`src/rtl/x_dl_pkg.sv`:
```
// Shared definitions for the delay-line sample protocol (host and device side).
package x_dl_pkg;

    // Host-side initiator states.
    typedef enum logic [1:0] {
        IDLE = 2'd0,
        SEND = 2'd1,
        RECV = 2'd2,
        DONE = 2'd3
    } dl_host_state_t;

    // Command byte that asks the device for one delay-line sample.
    localparam logic [7:0] DL_CMD_SAMPLE = 8'h01;

    // Number of bytes in one response (little-endian 32-bit sample).
    localparam int DL_RESP_BYTES = 4;

    // Width of the response byte index.
    localparam int DL_IDX_W = 2;

    // True when idx addresses the final byte of a response.
    function automatic logic dl_is_last_byte(input logic [DL_IDX_W-1:0] idx);
        return idx == DL_IDX_W'(DL_RESP_BYTES - 1);
    endfunction

endpackage

```
`src/rtl/x_timeout_ctr.sv`:
```
// Loadable down-counter used as a per-byte inactivity timer.
// o_expired is high whenever the count is zero; the counter holds at zero.
module x_timeout_ctr #(
    parameter int p_width = 8
) (
    input  logic               i_clk,
    input  logic               i_rst,
    input  logic               i_load,
    input  logic [p_width-1:0] i_load_value,
    input  logic               i_en,
    output logic               o_expired
);

    logic [p_width-1:0] count;

    // Load has priority over counting; count saturates at zero.
    always_ff @(posedge i_clk) begin
        if (i_rst) begin
            count <= '0;
        end else if (i_load) begin
            count <= i_load_value;
        end else if (i_en && (count != '0)) begin
            count <= count - p_width'(1);
        end
    end

    assign o_expired = (count == '0);

endmodule

```
`src/rtl/x_dl_host.sv`:
```
// Host-side initiator: sends one capture command byte, then assembles the
// four-byte little-endian response into a 32-bit sample.
//
// Handshakes: the command byte is offered with o_tx_valid and held stable until
// the cycle where o_tx_valid and i_tx_accept are both high; that cycle transfers
// it. Received bytes are single-cycle i_rx_valid strobes with no backpressure.
// o_valid and o_timeout are single-cycle strobes and are never high together.
module x_dl_host
    import x_dl_pkg::*;
#(
    parameter logic [7:0] p_cmd     = DL_CMD_SAMPLE,
    parameter int         p_timeout = 1_000_000
) (
    input  logic                 i_clk,
    input  logic                 i_rst,
    input  logic                 i_start,
    output logic                 o_busy,
    output logic                 o_tx_valid,
    output logic [7:0]           o_tx_data,
    input  logic                 i_tx_accept,
    input  logic                 i_rx_valid,
    input  logic [7:0]           i_rx_data,
    output logic                 o_valid,
    output logic [31:0]          o_data,
    output logic                 o_timeout,
    output dl_host_state_t       o_dbg_state
);

    localparam int CTR_W = $clog2(p_timeout + 1);
    // Loaded with one less than the budget so the abort lands exactly
    // p_timeout cycles after the last accepted byte or command.
    localparam logic [CTR_W-1:0] CTR_LOAD = CTR_W'(p_timeout - 1);

    dl_host_state_t        state;
    dl_host_state_t        state_nxt;
    logic [DL_IDX_W-1:0]   idx;
    logic [31:0]           shift;
    logic [31:0]           shift_nxt;
    logic                  ctr_load;
    logic                  ctr_en;
    logic                  expired;
    logic                  rx_take;
    logic                  rx_last;

    // A byte is only consumed while collecting the response.
    assign rx_take = (state == RECV) && i_rx_valid;
    assign rx_last = rx_take && dl_is_last_byte(idx);

    assign o_tx_data   = p_cmd;
    assign o_dbg_state = state;

    x_timeout_ctr #(
        .p_width(CTR_W)
    ) u_timeout_ctr (
        .i_clk       (i_clk),
        .i_rst       (i_rst),
        .i_load      (ctr_load),
        .i_load_value(CTR_LOAD),
        .i_en        (ctr_en),
        .o_expired   (expired)
    );

    // State register.
    always_ff @(posedge i_clk) begin
        if (i_rst) begin
            state <= IDLE;
        end else begin
            state <= state_nxt;
        end
    end

    // Next-state, strobes and timer control. A byte arriving on the expiring
    // cycle wins over the timeout. Strobes are masked during reset so an
    // aborted capture never reports completion or timeout.
    always_comb begin
        state_nxt  = state;
        ctr_load   = 1'b0;
        ctr_en     = 1'b0;
        o_busy     = (state != IDLE);
        o_tx_valid = 1'b0;
        o_valid    = 1'b0;
        o_timeout  = 1'b0;
        case (state)
            IDLE: begin
                if (i_start) begin
                    state_nxt = SEND;
                end
            end
            SEND: begin
                o_tx_valid = 1'b1;
                if (i_tx_accept) begin
                    ctr_load  = 1'b1;
                    state_nxt = RECV;
                end
            end
            RECV: begin
                if (i_rx_valid) begin
                    ctr_load = 1'b1;
                    if (dl_is_last_byte(idx)) begin
                        state_nxt = DONE;
                    end
                end else if (expired) begin
                    o_timeout = ~i_rst;
                    state_nxt = IDLE;
                end else begin
                    ctr_en = 1'b1;
                end
            end
            DONE: begin
                o_valid   = ~i_rst;
                state_nxt = IDLE;
            end
            default: begin
                state_nxt = IDLE;
            end
        endcase
    end

    // Shift register with the incoming byte merged at its little-endian slot.
    always_comb begin
        shift_nxt = shift;
        shift_nxt[8*idx +: 8] = i_rx_data;
    end

    // Byte index, shift register and output sample. The sample is updated on
    // the edge that takes the final byte so it is visible with o_valid.
    always_ff @(posedge i_clk) begin
        if (i_rst) begin
            idx    <= '0;
            shift  <= '0;
            o_data <= '0;
        end else begin
            if ((state == SEND) && i_tx_accept) begin
                idx <= '0;
            end else if (rx_take) begin
                idx   <= idx + DL_IDX_W'(1);
                shift <= shift_nxt;
            end
            if (rx_last) begin
                o_data <= shift_nxt;
            end
        end
    end

endmodule

```
`config.mk`:
```
export PLATFORM = sky130hd
export DESIGN_NAME = x_dl_host
export DESIGN_NICKNAME = d
export VERILOG_FILES = /design/src/rtl/x_dl_pkg.sv /design/src/rtl/x_timeout_ctr.sv /design/src/rtl/x_dl_host.sv
export SDC_FILE = /design/constraint.sdc
export NUM_CORES = 1
export LEC_CHECK = 0
export ABC_CLOCK_PERIOD_IN_PS = 2800
export CAP_MARGIN = 20
export CORE_ASPECT_RATIO = 2
export CORE_MARGIN = 1.5
export CORE_UTILIZATION = 35
export CTS_BUF_LIST = sky130_fd_sc_hd__clkbuf_4
export DETAILED_ROUTE_END_ITERATION = 10
export PLACE_DENSITY = 0.66
export SYNTH_ARGS = -nofsm -noshare
export SYNTH_HDL_FRONTEND = slang
export SYNTH_SLANG_ARGS = --single-unit
```
`constraint.sdc`:
```
create_clock -name i_clk -period 2.8 [get_ports i_clk]
set_input_delay 0.56 -clock i_clk [delete_from_list [all_inputs] [get_ports i_clk]]
set_output_delay 0.56 -clock i_clk [all_outputs]
set_load 0.05 [all_outputs]
```
==> summary.md, run 1 <==
| Metric | Value |
|---|---|
| Status | completed |
| Max_slew headroom | 61.27% |
| R2R Setup Slk | 0.56 ns |
| Worst slew pin tran | 0.5809 ns |
| Post-synth design cell area | 0.004001 mm2 |
| Reg2Reg Depth | 6 |
| Setup tns final | 0 ns |
| Worst Setup End Kind | primary output |
| Synth top area share | 44.03% |
| Skew final | 0.02012 ns |
| Fin crit period | 2.597 ns |
| Final hold violation count | 0 |
| P_leak | 1.628 nW |
| Setup crit start kind | register |
| Die Y | 154.2 um |
| Fmax | 385.0 MHz |
| Nets | 518 |
| Worst EP arrival | 2.04 ns |
| Largest net degree at the start of global routing | 65 |
| RSZ-0062 raised after global routing | false |
| TritonCTS clock tree | done |
| Number of synthesized flops with an enable pin | 0 |
| Vias in the first global route | 3298 |
| Setup bufs post-CTS | 0 |
| VDD IR max | 0.0004480 V |
| Post-detail-place hpwl | 7215 um |
| Drt pass-1 iters | 4 |
| Final period util | 92.77% |
| Clock buffer depth | 2 |
| Clk slew on worst S/H paths | 0.13 ns |
| Hold Path Depth | 2 |
| Initial Utilization | 35.67% |
| Synth area leader | dfxtp_1 |
| Max Cap Viol | 0 |
| Finish-stage setup viols | 0 |
| Num CTS Buffers | 9 |
| Hold bufs inserted after CTS | 0 |
| Clock Sinks | 88 |
| Share of cells above drive strength 1 | 9.839% |
| H-tree levels | 3 |
| Seq/Total Area, Yosys | 44.03% |
| CORE AREA | 0.01122 mm2 |
| FF/Latch Area | 0.001762 mm2 |
| Pwr/cell area | 762.4 mW/mm2 |
| Slew Viols, Final | 0 |
| Worst Slack Setup Final | 0.2026 ns |
| Synth Instances | 446 |
| Antenna violations before repair | 1 |
| DRC | 0 |
| CTS root buffer | clkbuf_4 |
| Post_cts resized | 0 |
| Worst path required time | 2.24 ns |
| Multi-input gate area | 0.002095 mm2 |
| # fillers | 1124 |
| WL per Instance | 15.39 um |
| Top post-synthesis cells by count | dfxtp_1 (88), nor2_1 (72), a211oi_1 (64), a21oi_1 (40), nor2b_1 (34) |
| Die ar. | 0.01212 mm2 |
| Die width | 78.61 um |
| Place WS | 0.4200 ns |
| Count leader, synth | dfxtp_1 |
| IO Pins | 59 |
| Initial DRC count | 79 |
| CP Max Fanout | 5 |
| Clock latency at the later pin of the worst-skew pair | 0.43 ns |
| Post-synth ARST share | 0% |
| Total grt overflow | 0 |
| Seq cells post-synth | 88 |
| Wire length of the first global-routing pass | 16170 um |
| Avg Cell Area, Syn | 8.972 um2 |
| Critical setup path kind | reg2out |
| WL final | 9863 um |
| IO Port Bufs | 50 |
| Via/cell ratio | 5.200 |
| Via count | 3333 |
| ANT nets after route | 0 |
| Synth Warn # | 0 |
| Most common flop cell mapped by yosys | dfxtp_1 |
| GPL Wtd Cong | 0.8204 |
| Area Growth Syn to Fin | 20.79% |
| Synth top area cells | dfxtp_1 (44%), a211oi_1 (12%), nor2_1 (6.8%), nor2b_1 (5.3%), a21oi_1 (5.0%) |
| Worst hold path class | reg2reg |
| Gr usage total | 16.93% |
| Placement row count | 55 |
| Yosys cell types | 51 |
## sequential cells by signal (all words and copies together) (netlist names)
signal,flops
shift,32
o_dbg_state,2
idx,2
u_timeout_ctr.count,20
o_data,32
## layer usage
metal | wire length [um] | up-vias | track usage, %
met5 | 0 | - | 0
li1 | - | 1685 | -
met2 | 5381 | 71 | 31.49
met4 | 312 | 0 | 8.844
met1 | 3838 | 1556 | 17.82
met3 | 330 | 21 | 2.478
## layout make-up
class                           count  area share [%]
Antenna cell                        1         0.05177
Multi-Input combinational cell    322           43.33
Clock buffer                        9           1.398
Inverter                           10          0.7766
Timing Repair Buffer               62           12.84
Sequential cell                    88           36.45
Tap cell                          142           3.676
Clock inverter                      7           1.476
## worst max-delay path, stage by stage (launching register included)
cell,delay (ns)
dfxtp_1,0.42
inv_1,0.13
ha_1,0.21
inv_1,0.06
clkdlybuf4s50_1,0.80
## final timing paths
check / end / from
hold reg to reg: shift[8] / shift[8]
setup / recovery: o_busy / o_dbg_state[0]
hold / removal: shift[8] / shift[8]
setup reg to reg: o_data[9] / idx[0]
## cell families after synthesis
group | count (synthesis) | synth area share (%)
AO/OA/AOI/OAI | 132 | 22.55
XOR/XNOR | 9 | 1.970
adder cells (fa/ha/maj) | 12 | 3.752
buffers and inverters | 42 | 4.691
flip-flops | 88 | 44.03
multiplexers | 2 | 0.5003
other | 2 | 0.1877
AND/OR/NAND/NOR | 159 | 22.33
## power by group
part	leakage, nW	internal [W]	switching [W]
combinational	0.846	0.000540	0.000898
clock	0.0716	0.000273	0.000432
sequential	0.711	0.00140	0.000143
## metrics by stage
stage	instances	power (W)	hold WS [ns]	area [um2]	util [%]
after floorplan	452	0.002623	0.4737	4029	-
after global placement	624	0.002953	0.4809	4686	41.77
after detailed placement	624	0.002994	0.4895	4686	41.77
after CTS	640	0.003706	0.5079	4825	43.01
after global routing	641	0.003921	0.5232	4833	43.09
final	641	0.003685	0.5040	4833	43.09
## layout by cell type, fill, tap and decap left out, types with 5 or more instances in the layout
cell / count
nand2_1: 9
clkbuf_4: 9
nor3_1: 7
a211oi_1: 64
buf_4: 10
conb_1: 8
nor2b_1: 34
xor2_1: 5
nor2_1: 71
a21oi_1: 40
ha_1: 12
inv_1: 10
clkdlybuf4s50_1: 48
dfxtp_1: 88
No activity file was read; power rests on OpenSTA's default activity.
==> run 2: changes to the inputs <==
--- a/config.mk
+++ b/config.mk
@@ -15,4 +15,5 @@
 export PLACE_DENSITY = 0.66
 export SYNTH_ARGS = -nofsm -noshare
 export SYNTH_HDL_FRONTEND = slang
+export SYNTH_HIERARCHICAL = 1
 export SYNTH_SLANG_ARGS = --single-unit
==> summary.md, run 2 <==
| Metric | Value |
|---|---|
| Die ar. | 0.01180 mm2 (-2.7%) |
| CTS root buffer | clkbuf_4 |
| Commonest non-fill, non-tap cells in the layout | dfxtp_1 (77), nor2_1 (65), clkdlybuf4s50_1 (47), conb_1 (28), buf_4 (27) |
| Synth Area in XOR/XNOR | 3.151% (+1.2 points) |
| Worst EP arrival | 2.23 ns (+0.19 ns) |
| Die Y | 152.1 um (-1.4%) |
| Status | completed |
| Clock latency at the later pin of the worst-skew pair | 0.45 ns (+0.02 ns) |
| Final period util | 99.69% (+6.9 points) |
| Antenna violations before repair | 0 (-1) |
| Placed cell area | 0.004637 mm2 (-1.0%) |
| Placement row count | 54 (-1.8%) |
| Initial Utilization | 35.77% (+0.10 points) |
| Max Cap Viol | 0 (unchanged) |
| ANT nets after route | 0 (unchanged) |
| Worst hold path class | reg2reg |
| Via count | 3538 (+6.2%) |
| Leading registers by flop count | o_data x32, shift x24, u_timeout_ctr/count x20 |
| WL per Instance | 15.95 um (+3.7%) |
| IO Pins | 59 (unchanged) |
| P_leak | 1.813 nW (+11%) |
| Most common flop cell mapped by yosys | dfxtp_1 |
| Wire length of the first global-routing pass | 16910 um (+4.6%) |
| Gr usage total | 18.02% (+1.1 points) |
| Max_slew headroom | 52.25% (-9.0 points) |
| Combinational family with the most area after synthesis | compound AO/OA/AOI/OAI gates |
| Drt pass-1 iters | 4 (unchanged) |
| VDD IR max | 0.0005690 V (+27%) |
| Finish-stage setup viols | 0 (unchanged) |
| Post-detail-place hpwl | 7713 um (+6.9%) |
| Synth Area in Compound Gates | 23.05% (+0.51 points) |
| Synth area leader | dfxtp_1 |
| Initial DRC count | 310 (+290%) |
| Final hold violation count | 0 (unchanged) |
| Via/cell ratio | 5.393 (+3.7%) |
| WHS | 0.4670 ns (-0.03703 ns) |
| Slew Viols, Final | 0 (unchanged) |
| IO Port Bufs | 50 (unchanged) |
| Post-synth ARST share | 0% (unchanged) |
| Largest net degree at the start of global routing | 40 (-38%) |
| CORE AREA | 0.01088 mm2 (-3.0%) |
| Fin crit period | 2.791 ns (+0.1938 ns) |
| Vias in the first global route | 3469 (+5.2%) |
| Reg-to-Reg Start | u_timeout_ctr/count[0] |
| Synth top area share | 41.16% (-2.9 points) |
| Mux cell area share after synthesis | 0.2572% (-0.24 points) |
| Design Power | 0.004141 W (+12%) |
| Number of synthesized flops with an enable pin | 0 (unchanged) |
| Area Growth Syn to Fin | 25.02% |
| Skew final | 0.02042 ns (+0.0002914 ns) |
| Synth top area cells | dfxtp_1 (41%), nor2_1 (6.3%), a221oi_1 (5.4%), ha_1 (3.9%), a32oi_1 (3.4%) |
| TritonCTS clock tree | done |
| Fmax | 358.3 MHz (-6.9%) |
| Worst Setup End Kind | primary output |
| Cell area after layout | 0.004865 mm2 (+0.65%) |
| Share of cells above drive strength 1 | 14.15% (+4.3 points) |
| Seq/Total Area, Yosys | 41.16% (-2.9 points) |
| CP Max Fanout | 2 (-3) |
| Count leader, synth | dfxtp_1 |
| Critical setup path kind | reg2out |
| Clock buffer depth | 2 (unchanged) |
| Yosys cell types | 64 (+25%) |
| Post-synthesis adder-cell area fraction | 3.859% (+0.11 points) |
| Clock Sinks | 80 (-9.1%) |
| DRC | 0 (unchanged) |
| Top reg by flops | o_data |
| WL final | 10470 um (+6.1%) |
| H-tree levels | 3 (unchanged) |
| Num CTS Buffers | 9 (unchanged) |
| HP Start | shift[2] |
| Synth Instances | 441 (-1.1%) |
| Setup crit start kind | register |
| Worst path required time | 2.24 ns (about the same) |
| Total grt overflow | 0 (unchanged) |
| Die width | 77.56 um (-1.3%) |
| Simple-gate share of the synthesized area | 20.96% (-1.4 points) |
| Seq cells post-synth | 80 (-9.1%) |
| GPL Wtd Cong | 0.8616 (+5.0%) |
| Avg Cell Area, Syn | 8.824 um2 (-1.6%) |
| Max reg flops | 32 |
| R2R Setup Slk | 0.20 ns (-0.36 ns) |
| Nets | 536 (+3.5%) |
| Pwr/cell area | 851.3 mW/mm2 (+12%) |
| RSZ-0062 raised after global routing | true |
| Clk slew on worst S/H paths | 0.14 ns (about the same) |
| Most common cell after layout, fill and taps aside | dfxtp_1 |
| Post-synth design cell area | 0.003891 mm2 (-2.8%) |
| Top post-synthesis cells by count | dfxtp_1 (80), nor2_1 (65), a221oi_1 (24), o21ai_0 (24), a21oi_1 (19) |
| Synth Warn # | 6 (+6) |
| Worst slew pin tran | 0.7109 ns (+0.1300 ns) |
| Critical path origin | u_timeout_ctr/count[0] |
| Setup tns final | 0 ns (unchanged) |
| Diodes inserted | 0 (-1) |
-- run 2: cell count changes in the layout (fill, tap and decap cells not counted), sizes merged, moves of 17 or more --
cell,change
conb,+20
a21oi,-20
nor2b,-32
a221oi,+23
a211oi,-47
o21ai,+17
-- run 2: through the flow --
stage               cells  util [%]  worst slack (ns)
detailed placement    634     42.63           0.08489
CTS                   656     44.54          -0.05674
global placement      634     42.63            0.2376
finish                656     44.72          0.008776
floorplan             467         -           0.03883
global route          656     44.72           -0.1010
-- run 2: area by class of cell --
class                   instances  area, um2
multi-input cells             327       2168
flip-flops and latches         80       1605
fillers                      1083       6013
repair buffers                 76      698.2
well taps                     140      175.2
clock inverters                 7      86.33
inverters                      17      63.81
clock buffers                   9      67.56
-- run 2: logic make-up (layout without fill, tap and decap cells) --
group | Yosys count | after routing
and+or+nand+nor | 147 | 147
AOI/OAI and AO/OA | 125 | 125
DFF | 80 | 80
buffers and inverters | 60 | 109
xor gates and xnor gates | 14 | 14
adders and majority gates | 12 | 12
other | 2 | 28
muxes | 1 | 1
-- run 2: critical path, stage by stage, from the launching register on --
cell and delay (ns):
dfxtp_2 0.35, inv_2 0.05, ha_1 0.13, or4b_4 0.48, nor3_4 0.15, and2_4 0.17, nor4bb_4 0.27, buf_12 0.18
-- run 2: timing repair --
item                       in CTS  in global routing
buffers inserted                6                  0
resized for setup               5                  5
setup endpoints to repair       1                  3
gates cloned                    0                  0
pin swaps                       1                  3
hold buffers                    0                  0
-- run 2: path summary, 6_finish.rpt --
kind	endpoint	depth (start not counted)
hold / removal	shift[2]	2
hold reg to reg	shift[2]	2
setup reg to reg	u_timeout_ctr/count[14]	13
setup / recovery	o_timeout	7
-- run 2: power by group --
group          internal (W)  switching, W
clock              0.000292      0.000460
combinational      0.000857       0.00114
sequential          0.00126      0.000134
-- run 2: per-layer routing --
metal | global-route usage (%) | share of wire, %
met2 | 35.71 | 59
met1 | 17.24 | 35
met4 | 8.052 | 2.9
met5 | 0 | 0
met3 | 3.243 | 2.9
